### src/rtl/sb_pkg.sv
// Shared sideband definitions: packet geometry and the TX serializer state encoding.
package sb_pkg;

    localparam int SB_DATA_W = 64;
    localparam int SB_GAP_UI = 32;

    typedef enum logic [1:0] {
        SER_IDLE,
        SER_LOADED,
        SER_SHIFT,
        SER_GAP
    } sb_ser_state_t;

endpackage

### src/rtl/sb_tx_ui_counter.sv
// Loadable UI up-counter with a registered-count terminal-count flag.
module sb_tx_ui_counter #(
    parameter int CNT_W = 7,
    parameter int TC    = 63
) (
    input  logic             i_clk,
    input  logic             i_rst,
    input  logic             i_clear,
    input  logic             i_load,
    input  logic [CNT_W-1:0] i_load_val,
    input  logic             i_inc,
    output logic             o_tc
);

    localparam logic [CNT_W-1:0] TC_VAL = CNT_W'(TC);

    logic [CNT_W-1:0] count;

    // Clear wins over load so the FSM can retire a count on the same edge it would reload.
    always_ff @(posedge i_clk) begin
        if (i_rst || i_clear) begin
            count <= '0;
        end else if (i_load) begin
            count <= i_load_val;
        end else if (i_inc) begin
            count <= count + 1'b1;
        end
    end

    assign o_tc = (count == TC_VAL);

endmodule

### src/rtl/sb_tx_serializer.sv
// Sideband TX serializer: captures a FIFO word, shifts it out LSB-first under the
// FSM's shift enable, then holds the lane low for the inter-packet gap.
module sb_tx_serializer
    import sb_pkg::*;
#(
    parameter  int DATA_W = SB_DATA_W,
    parameter  int GAP_UI = SB_GAP_UI,
    localparam int CNT_W  = $clog2(DATA_W + 1)
) (
    input  logic              i_clk,
    input  logic              i_rst,
    input  logic              i_load,
    input  logic [DATA_W-1:0] i_data,
    input  logic              i_clk_en,
    output logic              o_load_ack,
    output logic              o_zero_word,
    output logic              o_txdat,
    output logic              o_txclk_en,
    output logic              o_ser_done,
    output logic              o_packet_finished,
    output logic              o_overrun
);

    sb_ser_state_t     state, state_next;
    logic [DATA_W-1:0] sr, sr_next;
    logic              pending, pending_next;

    logic txdat_next;
    logic txclk_en_next;
    logic ser_done_next;
    logic pkt_fin_next;
    logic load_ack_next;
    logic zero_word_next;
    logic overrun_next;

    logic bit_clear, bit_load, bit_inc, bit_tc;
    logic gap_clear, gap_inc, gap_tc;

    // Bit counter is preloaded to 1 because the LOADED->SHIFT edge already drives bit 0.
    sb_tx_ui_counter #(
        .CNT_W (CNT_W),
        .TC    (DATA_W - 1)
    ) u_bit_cnt (
        .i_clk      (i_clk),
        .i_rst      (i_rst),
        .i_clear    (bit_clear),
        .i_load     (bit_load),
        .i_load_val (CNT_W'(1)),
        .i_inc      (bit_inc),
        .o_tc       (bit_tc)
    );

    sb_tx_ui_counter #(
        .CNT_W (CNT_W),
        .TC    (GAP_UI - 1)
    ) u_gap_cnt (
        .i_clk      (i_clk),
        .i_rst      (i_rst),
        .i_clear    (gap_clear),
        .i_load     (1'b0),
        .i_load_val ('0),
        .i_inc      (gap_inc),
        .o_tc       (gap_tc)
    );

    always_ff @(posedge i_clk) begin
        if (i_rst) begin
            state             <= SER_IDLE;
            sr                <= '0;
            pending           <= 1'b0;
            o_txdat           <= 1'b0;
            o_txclk_en        <= 1'b0;
            o_ser_done        <= 1'b0;
            o_packet_finished <= 1'b0;
            o_load_ack        <= 1'b0;
            o_zero_word       <= 1'b0;
            o_overrun         <= 1'b0;
        end else begin
            state             <= state_next;
            sr                <= sr_next;
            pending           <= pending_next;
            o_txdat           <= txdat_next;
            o_txclk_en        <= txclk_en_next;
            o_ser_done        <= ser_done_next;
            o_packet_finished <= pkt_fin_next;
            o_load_ack        <= load_ack_next;
            o_zero_word       <= zero_word_next;
            o_overrun         <= overrun_next;
        end
    end

    // A word accepted during GAP waits in sr behind 'pending' until the gap expires.
    always_comb begin
        state_next     = state;
        sr_next        = sr;
        pending_next   = pending;
        txdat_next     = o_txdat;
        txclk_en_next  = 1'b0;
        ser_done_next  = 1'b0;
        pkt_fin_next   = o_packet_finished;
        load_ack_next  = 1'b0;
        zero_word_next = 1'b0;
        overrun_next   = 1'b0;
        bit_clear      = 1'b0;
        bit_load       = 1'b0;
        bit_inc        = 1'b0;
        gap_clear      = 1'b0;
        gap_inc        = 1'b0;

        case (state)
            SER_IDLE: begin
                txdat_next = 1'b0;
                if (i_load) begin
                    load_ack_next = 1'b1;
                    if (i_data == '0) begin
                        zero_word_next = 1'b1;
                    end else begin
                        sr_next    = i_data;
                        state_next = SER_LOADED;
                    end
                end
            end

            SER_LOADED: begin
                overrun_next = i_load;
                if (i_clk_en) begin
                    txdat_next    = sr[0];
                    sr_next       = sr >> 1;
                    txclk_en_next = 1'b1;
                    bit_load      = 1'b1;
                    state_next    = SER_SHIFT;
                end
            end

            SER_SHIFT: begin
                overrun_next = i_load;
                if (i_clk_en) begin
                    txdat_next    = sr[0];
                    sr_next       = sr >> 1;
                    txclk_en_next = 1'b1;
                    if (bit_tc) begin
                        ser_done_next = 1'b1;
                        pkt_fin_next  = 1'b1;
                        bit_clear     = 1'b1;
                        gap_clear     = 1'b1;
                        state_next    = SER_GAP;
                    end else begin
                        bit_inc = 1'b1;
                    end
                end
            end

            SER_GAP: begin
                txdat_next = 1'b0;
                gap_inc    = 1'b1;
                if (i_load) begin
                    if (pending) begin
                        overrun_next = 1'b1;
                    end else begin
                        load_ack_next = 1'b1;
                        if (i_data == '0) begin
                            zero_word_next = 1'b1;
                        end else begin
                            sr_next      = i_data;
                            pending_next = 1'b1;
                        end
                    end
                end
                if (gap_tc) begin
                    pkt_fin_next = 1'b0;
                    gap_clear    = 1'b1;
                    state_next   = pending_next ? SER_LOADED : SER_IDLE;
                    pending_next = 1'b0;
                end
            end

            default: begin
                state_next = SER_IDLE;
            end
        endcase
    end

endmodule

### config.mk
export PLATFORM = sky130hd
export DESIGN_NAME = sb_tx_serializer
export DESIGN_NICKNAME = d
export VERILOG_FILES = /design/src/rtl/sb_pkg.sv /design/src/rtl/sb_tx_ui_counter.sv /design/src/rtl/sb_tx_serializer.sv
export SDC_FILE = /design/constraint.sdc
export NUM_CORES = 1
export LEC_CHECK = 0
export BUFFER_PORTS_ARGS = -buffer_cell sky130_fd_sc_hd__buf_2
export CAP_MARGIN = 20
export CORE_ASPECT_RATIO = 1.2
export CORE_MARGIN = 1.5
export CORE_UTILIZATION = 61
export CTS_CLUSTER_SIZE = 8
export DETAILED_ROUTE_END_ITERATION = 10
export PLACE_DENSITY_LB_ADDON = 0.2
export SLEW_MARGIN = 20
export SYNTH_ARGS = -nofsm -noshare
export SYNTH_HDL_FRONTEND = slang
export SYNTH_SLANG_ARGS = --single-unit
### constraint.sdc
create_clock -name i_clk -period 3.3 [get_ports i_clk]
set_clock_uncertainty 0.1 [all_clocks]
set_input_delay 0.495 -clock i_clk [delete_from_list [all_inputs] [get_ports i_clk]]
set_output_delay 0.495 -clock i_clk [all_outputs]
set_load 0.005 [all_outputs]
======== Word level (Yosys, flattened, before mapping) ========
Index checks and enable logic that the tools add are counted.
word-level totals
  register bits ........................... 88
  input port bits ......................... 68
  logic and storage cells ................. 93
  output and inout port bits .............. 7
operators by class
  $add $sub $neg .......................... 2
  equal/unequal tests ..................... 14
  bitwise operators ....................... 1
  mux-type cells .......................... 50
  reductions and logical operators ........ 13
operators with widths
  kind                                           number
  2-to-1 mux 64 bit                              5
  case mux 64 bit (3 select lines)               1
  logical NOT 64 bit                             1
  2-to-1 mux 1 bit                               31
  != test 2 bit, second input constant           8
  adder 7 x 1 -> 7 bit, second input constant    2
  2-to-1 mux 2 bit                               6
  case mux 1 bit (2 select lines)                6
  case mux 2 bit (4 select lines)                1
  AND reduction 4 bit                            2
  OR reduction 2 bit                             4
  == test 7 x 5 -> 1 bit, second input constant  1
  == test 7 x 6 -> 1 bit, second input constant  1
  AND reduction 6 bit                            1
  == test 2 bit, second input constant           2
  nonzero test 2 bit                             2
  == test 2 x 1 -> 1 bit, second input constant  1
  logical NOT 2 bit                              1
  logical OR 1 bit                               2
  != test 2 x 1 -> 1 bit, second input constant  1
  inverter 1 bit                                 1

======== Longest topological paths before layout ========
Gate-level depths: netlist of run 1.
  depth after elaboration ................. 8
  gate-level depth with buffers ........... 9
  gate-level depth less buffers ........... 8

======== By module ========
From an unflattened synthesis of run 1, not the netlist that was laid out.
second synthesis, totals
  cell total of the unflattened synthesis .. 455
  area total of the unflattened synthesis .. 4593.2 um2
modules (own cells, without submodules)
  module                         cells an instance  seq. area each (um2)  area each (um2)  instances
  sb_tx_serializer               369                1481.4                3857.4           1
  sb_tx_ui_counter at u_gap_cnt  43                 140.1                 369.1            1
  sb_tx_ui_counter at u_bit_cnt  43                 140.1                 366.6            1

======== Least setup slack after synthesis of run 1 ========
Ideal clock, no wire load.
  path kind ............................... input port to flip-flop
  from .................................... input port i_data[62]
  to ...................................... register sr[0]
  library setup time ...................... 0.146 ns
  stages .................................. 8
  required time ........................... 3.054 ns
  slack ................................... 0.933 ns
  buffers on the path ..................... 2
  data arrival time ....................... 2.121 ns
  cell sequence ........................... nor4_1 nand4_1 or4_4 o211a_1 buf_6 buf_4 nor2_1 a211oi_2
between the ends
  word-level cells in the longest chain between the ends .. 5
  elaborated cells on any way between the ends .. 6
  those cells by class .................... mux (5); reduce/logical (1)
ends and longest elaborated chain
  item                                RTL line                                          source
  start, declared                     sb_tx_serializer.sv:13                            input logic [DATA_W-1:0] i_data,
  logical NOT 64 bit *                sb_tx_serializer.sv:115, sb_tx_serializer.sv:161
  2-to-1 mux 64 bit *                 n/a
  2-to-1 mux 64 bit (2 in a row)      n/a
  case mux 64 bit (3 select lines) *  n/a
  end signal, assigned                sb_tx_serializer.sv:80                            sr <= sr_next;
  end, declared                       sb_tx_serializer.sv:25                            logic [DATA_W-1:0] sr, sr_next;
Mark *: on every way between the ends. The rest lies on a longest branch, timed or not. The select of a mux whose other input is x is not followed.
A chain may end at the register's enable or synchronous reset.

======== Worst setup path in the final report of run 1 ========
  from .................................... input port i_data[32]
  to ...................................... register sr[29]
The elaborated chain is that of the path after synthesis.

==> key figures, run 1 <==
CTS
  – Clock Latency Late Sink: 350 ps
  – Number of cells upsized or downsized after cts: 0
  – Hold-fix buffers, CTS: 0
  – Setup fix buffers added after clock tree synthesis: 0
  – CTS Buf Count: 9
  – Buffer levels on the longest clock path: 2
  – Clock root buffer: clkbuf_8
  – TritonCTS Sinks: 88
  – Maximum level of the CTS H-tree: 3
  – Clock slew at the register clock pins of the worst setup and hold paths: 90 ps
  – TritonCTS clock tree: built

Worst setup path
  – Path depth of the worst reg2reg path: 5
  – Sort of element at the start of the critical path: input port
  – CP max FO: 128
  – Worst reg2reg path endpoint: sr[54]$_SDFFE_PP0P_
  – Kind of capture point of the worst setup path: register
  – Required time of the critical path: 3410 ps
  – Critical path class: input port to register
  – RR Startpoint: state[1]$_SDFFE_PP0P_
  – Worst setup slack for register-to-register paths: 790 ps
  – Crit path DAT: 2640 ps
  – Worst Setup SP: i_data[32]

Route
  – Uppermost layer routed: met4
  – Drt first pass iters: 4
  – Routed wirelength normalized by instance count: 15.1 µm
  – Total DRC errors in the routed layout: 0
  – Via total after detailed routing: 3,360
  – Wire length on met1: 3850 µm
  – Total length of routed met2 wires: 4420 µm
  – Post-DRT Antenna Nets: 0
  – Final wirelength: 8810 µm
  – Met3 layer wire length in the routed design: 376 µm
  – Number of design-rule violations left by the first detailed-router iteration: 175
  – Via density per instance: 5.75

Final layout
  – Layout area overhead: 13.0%
  – Count of nets after finishing: 567
  – Antenna diode instance count: 0
  – FILL cells: 507
  – Share of post-route cells with drive strength above 1: 32.8%
  – Post-route standard cell area excluding fillers: 0.00503 mm²
  – Number of non-filler instances in the completed layout: 584

Yosys
  – Post-synthesis net count: 510
  – Combined area of all synthesized cells: 0.00445 mm²
  – Cell types occupying the most area after synthesis: dfxtp_1 (40%), a211oi_2 (18%), mux2i_1 (15%)
  – Number of synthesized register bits: 88
  – Yosys synthesis warning count: 0
  – Count of mapped cells out of synthesis: 435
  – Cell type with the largest total area after synthesis: dfxtp_1
  – Post-synth EDFFs: 0
  – Share of synthesized registers carrying an async set or reset: 0%
  – Most frequent cells after synthesis: dfxtp_1 (88), nor2_1 (82), mux2i_1 (66)
  – Portion of the post-synthesis area used by sequential elements: 39.6%
  – Library cell with the highest instance count after synthesis: dfxtp_1
  – Most used flip-flop cell after synthesis: dfxtp_1
  – Average instance area after synthesis: 10.2 µm²
  – Area share of the largest cell type after synthesis: 39.6%
  – Post-synth cell types: 39

Power
  – Total power after layout: 5050 µW
  – Static leakage: 0.00198 µW
  – Power density cells: 1000 mW/mm²
  – Maximum resistive drop on vdd: 567 µV

Hold path
  – Startpoint of the tightest hold check path: i_data[63]
  – Hold WC Path Type: input port to register
  – Endpoint, Worst Hold: sr[63]$_SDFFE_PP0P_
  – Number of cells on the worst hold path: 3

Die
  – Starting density of the core: 64.1%
  – Die area: 0.00782 mm²
  – I/O pins: 75
  – Core ar.: 0.00694 mm²
  – Overall die height: 96.6 µm
  – Number of placement rows: 33
  – Width of the die: 81.0 µm

Place
  – Final HPWL DP: 5990 µm
  – Global placement routability congestion: 0.875
  – Placement-stage cell area: 0.00476 mm²
  – Number of placed instances with taps included: 568
  – Port-buffer cells: 74

Status
  – Status: finished, final reports clean

Timing
  – Tmin final: 2530 ps
  – Share of the clock period used by the worst path after layout: 76.7%
  – Transition at the pin with the smallest max-transition slack: 716 ps
  – Max-slew headroom at the worst pin: 52.3%
  – Setup repair after global routing missed its margin: false
  – Final Max Slew Viols: 0
  – Setup TNS: 0 ps
  – Final setup violation count: 0
  – Number of hold violations in the final report: 0
  – Achievable clock frequency: 395 MHz

Global route
  – Tot GR Track Use: 24.5%
  – Overall overflow remaining after global route: 0
  – Wire length of the first global-routing pass: 15,000 µm
  – Maximum number of pins on one net before global-route repair: 129
  – Number of global-route vias before repair: 3,323
  – Initial antenna violation count: 0

Job
  – Max-cap violations: 0
kinds of logic (layout without fill, tap and decap cells):
| logic type | Yosys count | after routing | synth area share, % |
|---|---|---|---|
| and+or+nand+nor | 139 | 139 | 14.5 |
| buffers and inverters | 40 | 102 | 5.99 |
| muxes | 67 | 67 | 15.1 |
| adders and majority gates | 7 | 7 | 1.97 |
| AOI/OAI and AO/OA | 84 | 84 | 20.8 |
| xor gates and xnor gates | 10 | 10 | 1.97 |
| DFF | 88 | 88 | 39.6 |
stage by stage:
stage	hold WS, ps	setup slack (ps)	util (%)
6_report	343	770	72.5
3_3_place_gp	343	524	68.6
2_1_floorplan	328	933	-
4_1_cts	330	778	72.5
5_1_grt	343	628	72.5
3_5_place_dp	362	454	68.6
layer usage:
metal  GRT usage, %  vias up
li1               -     1702
met1           29.7     1576
met2           42.2       67
met3           5.26       15
met4           9.91        0
met5              0        -
state kept, by name, indices dropped and copies added, names as in the netlist:
signal             flops
o_load_ack             1
o_txclk_en             1
o_packet_finished      1
o_ser_done             1
o_overrun              1
o_zero_word            1
pending                1
o_txdat                1
u_gap_cnt.count        7
u_bit_cnt.count        7
state                  2
sr                    64
final cells by class:
type / count / area (µm²) / area share, %
Multi-Input combinational cell: 307 / 2440 / 48.6
Tap cell: 87 / 109 / 2.17
Clock buffer: 11 / 141 / 2.81
Sequential cell: 88 / 1760 / 35.1
Clock inverter: 5 / 128 / 2.54
Timing Repair Buffer: 78 / 415 / 8.26
Inverter: 8 / 30.0 / 0.597
worst max-delay path: stages:
cell	delay (ps)
buf_2	110
nor4_1	490
nand4_1	190
or4_4	480
o211a_4	250
buf_12	270
nor2_1	220
a211oi_2	70
where the power goes:
group,internal [µW],switching (µW)
registers,1480,224
logic,1030,1330
clock network,601,376
layout by cell type, fill, tap and decap left out, drive strengths merged, types with 2 or more instances in the layout:
master  Yosys  routed
clkbuf     17      11
o211a       2       2
nor4       16      16
xnor2       3       3
inv         8       8
bufinv      0       4
nor3        3       3
nor2       82      82
nand2      11      11
buf        15      78
and2        2       2
o21ai       3       3
a21oi       9       9
nand4      10      10
mux2i      66      66
and3        4       4
xor2        7       7
dfxtp      88      88
ha          7       7
a211oi     63      63
nand3       3       3
nor3b       2       2
worst max path at each step:
stage               cells past startpoint                  end  slack (ps)
global placement                        8  sr[46]$_SDFFE_PP0P_         520
finish                                  8  sr[29]$_SDFFE_PP0P_         770
detailed placement                      8  sr[29]$_SDFFE_PP0P_         450
floorplan                               8   sr[0]$_SDFFE_PP0P_         930
CTS                                     8  sr[51]$_SDFFE_PP0P_         780
global route                            5  sr[54]$_SDFFE_PP0P_         630
Note: power is estimated with default switching activity, not from simulation.
==> run 2, diff against run 1 <==
Settings changed: CORE_UTILIZATION 61 to 56.
Clock period 3.3 ns to 2.6 ns, I/O delays scaled along.
==> key figures, run 2 (same netlist as run 1, synthesis figures left out) <==
Status
  – Status: finished, final reports clean

Worst setup path
  – Worst reg2reg path endpoint: sr[48]$_SDFFE_PP0P_
  – Path depth of the worst reg2reg path: 7
  – Maximum single-stage delay on the critical path: 460 ps
  – Worst setup slack for register-to-register paths: 540 ps
  – CP max FO: 41
  – Sequence of cells on the critical path: buf_2 > nor4_1 > buf_4 > nand4_1 > or4_4 > o211a_4 > buf_12 > nor2_1 > a211oi_2
  – Standard cell with the maximum stage delay on the critical path: nor4_1
  – Required time of the critical path: 2730 ps
  – Kind of capture point of the worst setup path: register
  – Sort of element at the start of the critical path: input port
  – Family of cells with the greatest summed delay on the critical path: simple AND/OR/NAND/NOR gates
  – Crit path DAT: 2430 ps
  – RR Startpoint: state[0]$_SDFFE_PP0P_
  – Buffers & Inverters on Critical Path: 3
  – Critical path class: input port to register

CTS
  – TritonCTS Sinks: 88
  – Setup fix buffers added after clock tree synthesis: 0
  – Buffer levels on the longest clock path: 2
  – Clock Latency Late Sink: 350 ps
  – CTS Buf Count: 9
  – Maximum level of the CTS H-tree: 3
  – Hold-fix buffers, CTS: 0
  – Clock slew at the register clock pins of the worst setup and hold paths: 80 ps
  – TritonCTS clock tree: built
  – Clock root buffer: clkbuf_8
  – Number of cells upsized or downsized after cts: 0

Final layout
  – Highest-count cells in the layout ignoring fill and taps: dfxtp_1 (88), nor2_1 (82), buf_2 (73), mux2i_1 (66), a211oi_2 (63)
  – Leading cell type in the layout, fill and taps excluded: dfxtp_1
  – Post-route standard cell area excluding fillers: 0.00511 mm²
  – Antenna diode instance count: 0
  – Share of post-route cells with drive strength above 1: 34.0%
  – Registers with the most flip-flops: sr (64), u_bit_cnt.count (7), u_gap_cnt.count (7)
  – Largest register FFs: 64
  – Register with the most flip-flops: sr
  – Layout area overhead: 15.0%
  – Count of nets after finishing: 576
  – Post-layout utilization of the core: 66.4%

Hold path
  – Number of cells on the worst hold path: 2
  – Startpoint of the tightest hold check path: i_rst
  – Endpoint, Worst Hold: o_packet_finished$_SDFFE_PP0P_
  – Hold WC Path Type: input port to register

Route
  – Post-DRT Antenna Nets: 0
  – Number of design-rule violations left by the first detailed-router iteration: 205
  – Via total after detailed routing: 3,420
  – Via density per instance: 5.72
  – Drt first pass iters: 4
  – Routed wirelength normalized by instance count: 15.0 µm
  – Total DRC errors in the routed layout: 0
  – Final wirelength: 8970 µm

Global route
  – Wire length of the first global-routing pass: 14,900 µm
  – Overall overflow remaining after global route: 0
  – Initial antenna violation count: 0
  – Maximum number of pins on one net before global-route repair: 69
  – Number of global-route vias before repair: 3,402
  – Tot GR Track Use: 21.8%

Die
  – I/O pins: 75
  – Die area: 0.00849 mm²
  – Starting density of the core: 57.7%
  – Width of the die: 84.4 µm
  – Overall die height: 101 µm
  – Number of placement rows: 35
  – Core ar.: 0.00771 mm²

Power
  – Static leakage: 0.00203 µW
  – Maximum resistive drop on vdd: 919 µV
  – Power density cells: 1250 mW/mm²

Place
  – Global placement routability congestion: 0.836
  – Placement-stage cell area: 0.00489 mm²
  – Final HPWL DP: 6430 µm
  – Worst Setup Slack post-DPL: -66.4 ps
  – Port-buffer cells: 74

Timing
  – Min Hold Slack: 133 ps
  – Achievable clock frequency: 433 MHz
  – Final setup violation count: 0
  – Transition at the pin with the smallest max-transition slack: 505 ps
  – Setup repair after global routing missed its margin: false
  – Final Max Slew Viols: 0
  – Tmin final: 2310 ps
  – Share of the clock period used by the worst path after layout: 88.7%
  – Number of hold violations in the final report: 0
  – Setup TNS: 0 ps
  – Max-slew headroom at the worst pin: 66.3%
  – Worst setup margin: 293 ps

Job
  – Max-cap violations: 0
## run 2: final cells by class
class,instances,area [µm²]
Multi-Input combinational cell,307,2440
Tap cell,92,115
Inverter,8,30.0
Clock buffer,11,141
Timing Repair Buffer,87,546
Fill cell,631,2590
Sequential cell,88,1760
Clock inverter,5,80.1
## run 2: through the flow
stage,instances,power [µW]
final,598,6390
after global routing,598,6810
after CTS,598,6430
after detailed placement,582,5380
after global placement,582,5240
after floorplan,435,4940
## run 2: how the worst max path moves through the flow
stage | start | endpoint | slack, ps | depth (start not counted)
global route | i_data[32] | sr[48]$_SDFFE_PP0P_ | 160 | 9
global placement | i_data[46] | sr[39]$_SDFFE_PP0P_ | -20 | 9
CTS | i_data[32] | sr[48]$_SDFFE_PP0P_ | 280 | 9
detailed placement | i_data[32] | sr[41]$_SDFFE_PP0P_ | -70 | 9
finish | i_data[32] | sr[48]$_SDFFE_PP0P_ | 290 | 9
floorplan | i_data[62] | sr[0]$_SDFFE_PP0P_ | 340 | 8
## run 2: per-layer routing
layer  vias up  routed length, µm  global-route usage [%]
met4         0                191                    10.2
met5         -                  0                       0
met2        63               4730                    41.1
met1      1627               3750                    23.3
li1       1715                  -                       -
met3        15                307                    4.18
## run 2: report_power, final
| part | internal, µW | total (µW) | switching (µW) |
|---|---|---|---|
| clock | 566 | 1040 | 475 |
| combinational | 1440 | 3180 | 1740 |
| sequential | 1880 | 2160 | 280 |
| total | 3890 | 6390 | 2500 |
## run 2: worst reg2reg max path: stages, from the launching register on
cell and delay, ps:
dfxtp_1 380, inv_1 150, ha_4 310, a21oi_1 200, o211a_4 270, buf_12 240, nor2_1 110, a211oi_2 220
==> run 3, diff against run 2 <==
Settings changed: ABC_AREA from default to 1, CORE_UTILIZATION 56 to 57.
==> key figures, run 3 <==
Status
  – Status: finished, final reports clean

Global route
  – Overall overflow remaining after global route: 0
  – Wire length of the first global-routing pass: 17,700 µm
  – Initial antenna violation count: 0
  – Maximum number of pins on one net before global-route repair: 65
  – Number of global-route vias before repair: 3,944
  – Tot GR Track Use: 25.5%

CTS
  – Setup fix buffers added after clock tree synthesis: 0
  – TritonCTS Sinks: 88
  – Clock Latency Late Sink: 370 ps
  – CTS Buf Count: 9
  – Buffer levels on the longest clock path: 2
  – Number of cells upsized or downsized after cts: 0
  – Clock root buffer: clkbuf_8
  – TritonCTS clock tree: built
  – Hold-fix buffers, CTS: 0
  – Maximum level of the CTS H-tree: 3
  – Clock slew at the register clock pins of the worst setup and hold paths: 80 ps

Final layout
  – Largest register FFs: 64
  – Highest-count cells in the layout ignoring fill and taps: nand2_1 (104), nor2_1 (93), dfxtp_1 (88), buf_2 (74)
  – Registers with the most flip-flops: sr (64), u_bit_cnt.count (7), u_gap_cnt.count (7)
  – Register with the most flip-flops: sr
  – Count of nets after finishing: 737
  – Post-route standard cell area excluding fillers: 0.00525 mm²
  – Layout area overhead: 12.0%
  – Antenna diode instance count: 0
  – Leading cell type in the layout, fill and taps excluded: nand2_1
  – Share of post-route cells with drive strength above 1: 37.5%

Power
  – Maximum resistive drop on vdd: 530 µV
  – Static leakage: 0.00213 µW
  – Power density cells: 1150 mW/mm²

Route
  – Post-DRT Antenna Nets: 0
  – Final wirelength: 10,500 µm
  – Drt first pass iters: 5
  – Routed wirelength normalized by instance count: 13.8 µm
  – Via total after detailed routing: 4,091
  – Number of design-rule violations left by the first detailed-router iteration: 208
  – Via density per instance: 5.38
  – Total DRC errors in the routed layout: 0

Yosys
  – Yosys synthesis warning count: 0
  – Post-synth cell types: 33
  – Most frequent cells after synthesis: nand2_1 (104), nor2_1 (93), dfxtp_1 (88)
  – Cell types occupying the most area after synthesis: dfxtp_1 (38%), a21oi_2 (8.8%), nand2_1 (8.3%)
  – Combined area of all synthesized cells: 0.00468 mm²
  – Number of synthesized register bits: 88
  – Average instance area after synthesis: 7.77 µm²
  – Library cell with the highest instance count after synthesis: nand2_1
  – Count of mapped cells out of synthesis: 603
  – Cell type with the largest total area after synthesis: dfxtp_1
  – Most used flip-flop cell after synthesis: dfxtp_1
  – Post-synth EDFFs: 0
  – Portion of the post-synthesis area used by sequential elements: 37.6%
  – Post-synthesis net count: 678
  – Area share of the largest cell type after synthesis: 37.6%
  – Share of synthesized registers carrying an async set or reset: 0%

Place
  – Global placement routability congestion: 0.808
  – Final HPWL DP: 7120 µm
  – Placement-stage cell area: 0.00501 mm²
  – Port-buffer cells: 74
  – Worst Setup Slack post-DPL: 307 ps

Timing
  – Share of the clock period used by the worst path after layout: 90.6%
  – Min Hold Slack: 243 ps
  – Max-slew headroom at the worst pin: 58.4%
  – Setup repair after global routing missed its margin: false
  – Setup TNS: 0 ps
  – Final setup violation count: 0
  – Final Max Slew Viols: 0
  – Achievable clock frequency: 424 MHz
  – Transition at the pin with the smallest max-transition slack: 624 ps
  – Number of hold violations in the final report: 0
  – Tmin final: 2360 ps
  – Worst setup margin: 244 ps

Die
  – Overall die height: 102 µm
  – I/O pins: 75
  – Core ar.: 0.00806 mm²
  – Number of placement rows: 36
  – Width of the die: 85.8 µm
  – Die area: 0.00877 mm²
  – Starting density of the core: 58.1%

Job
  – Max-cap violations: 0

Worst setup path
  – Standard cell with the maximum stage delay on the critical path: dfxtp_1
  – Sequence of cells on the critical path: inv_1 > ha_1 > inv_2 > buf_4 > nand3_2 > nand2_4 > buf_12 > nand2_2 > a21oi_2
  – Critical path class: register to register
  – CP max FO: 64
  – Required time of the critical path: 2790 ps
  – Kind of capture point of the worst setup path: register
  – Crit path DAT: 2550 ps
  – Sort of element at the start of the critical path: register
  – Maximum single-stage delay on the critical path: 410 ps

Hold path
  – Hold WC Path Type: input port to register
==> run 3: changes by cell type in the layout (fill, tap and decap cells not counted), moves of 11 or more <==
cell / change
o21ai_1: +13
or2_2: +47
nor4_1: -15
nor2_1: +11
o211ai_1: +45
nand2_1: +93
nand2_2: +48
mux2i_1: -66
a211oi_2: -63
a21oi_2: +47
==> run 3: where the power goes <==
group	switching (µW)	total, µW	leakage (µW)	internal, µW
Sequential	376	2290	0.000724	1910
Combinational	1570	2610	0.00129	1040
Clock	466	1130	0.000117	661
Total	2410	6020	0.00213	3610
==> run 3: final timing paths <==
path,cells past startpoint,from,endpoint,slack [ps]
min reg2reg,2,sr[18]$_SDFFE_PP0P_,sr[18]$_SDFFE_PP0P_,370
max reg2reg,9,state[0]$_SDFFE_PP0P_,sr[46]$_SDFFE_PP0P_,240
max,9,state[0]$_SDFFE_PP0P_,sr[46]$_SDFFE_PP0P_,240
min,3,i_data[63],sr[63]$_SDFFE_PP0P_,240
==> run 3: cell type report <==
cell class              instances  area [µm²]
inverters                      20        75.1
flip-flops and latches         88        1760
well taps                      95         119
clock inverters                 3        90.1
repair buffers                 84         458
multi-input cells             459        2600
fillers                       729        2820
clock buffers                  12         145
==> run 3: cells by family (layout without fill, tap and decap cells) <==
kind of cell	after synthesis	count (layout)	share of synthesized area, %
xor gates and xnor gates	7	7	1.31
buffers and inverters	56	119	7.08
adders and majority gates	7	7	1.87
DFF	88	88	37.6
and+or+nand+nor	314	314	31.6
AOI/OAI and AO/OA	131	131	20.5
==> run 3: per-stage QoR <==
step           utilization (%)  total power (µW)  instances
3_5_place_dp              62.1              4910        746
5_1_grt                   65.1              6470        761
2_1_floorplan                -              4530        603
6_report                  65.1              6020        761
4_1_cts                   65.1              6060        761
3_3_place_gp              62.1              4810        746
==> run 3: worst max-delay path: cells and delay by family (launching register included) <==
kind            cells  cell delay [ps]
buf+inv             4              880
flops               1              410
simple gates        3              350
fa+ha+maj           1              330
compound gates      1              150
==> run 3: per-layer routing <==
layer	vias to the layer above	part of all wire, %	track usage [%]
met5	-	0	0
met4	0	1.3	12.3
met2	100	51	44.7
li1	2089	-	-
met1	1892	43	30.5
met3	10	4.8	4.12
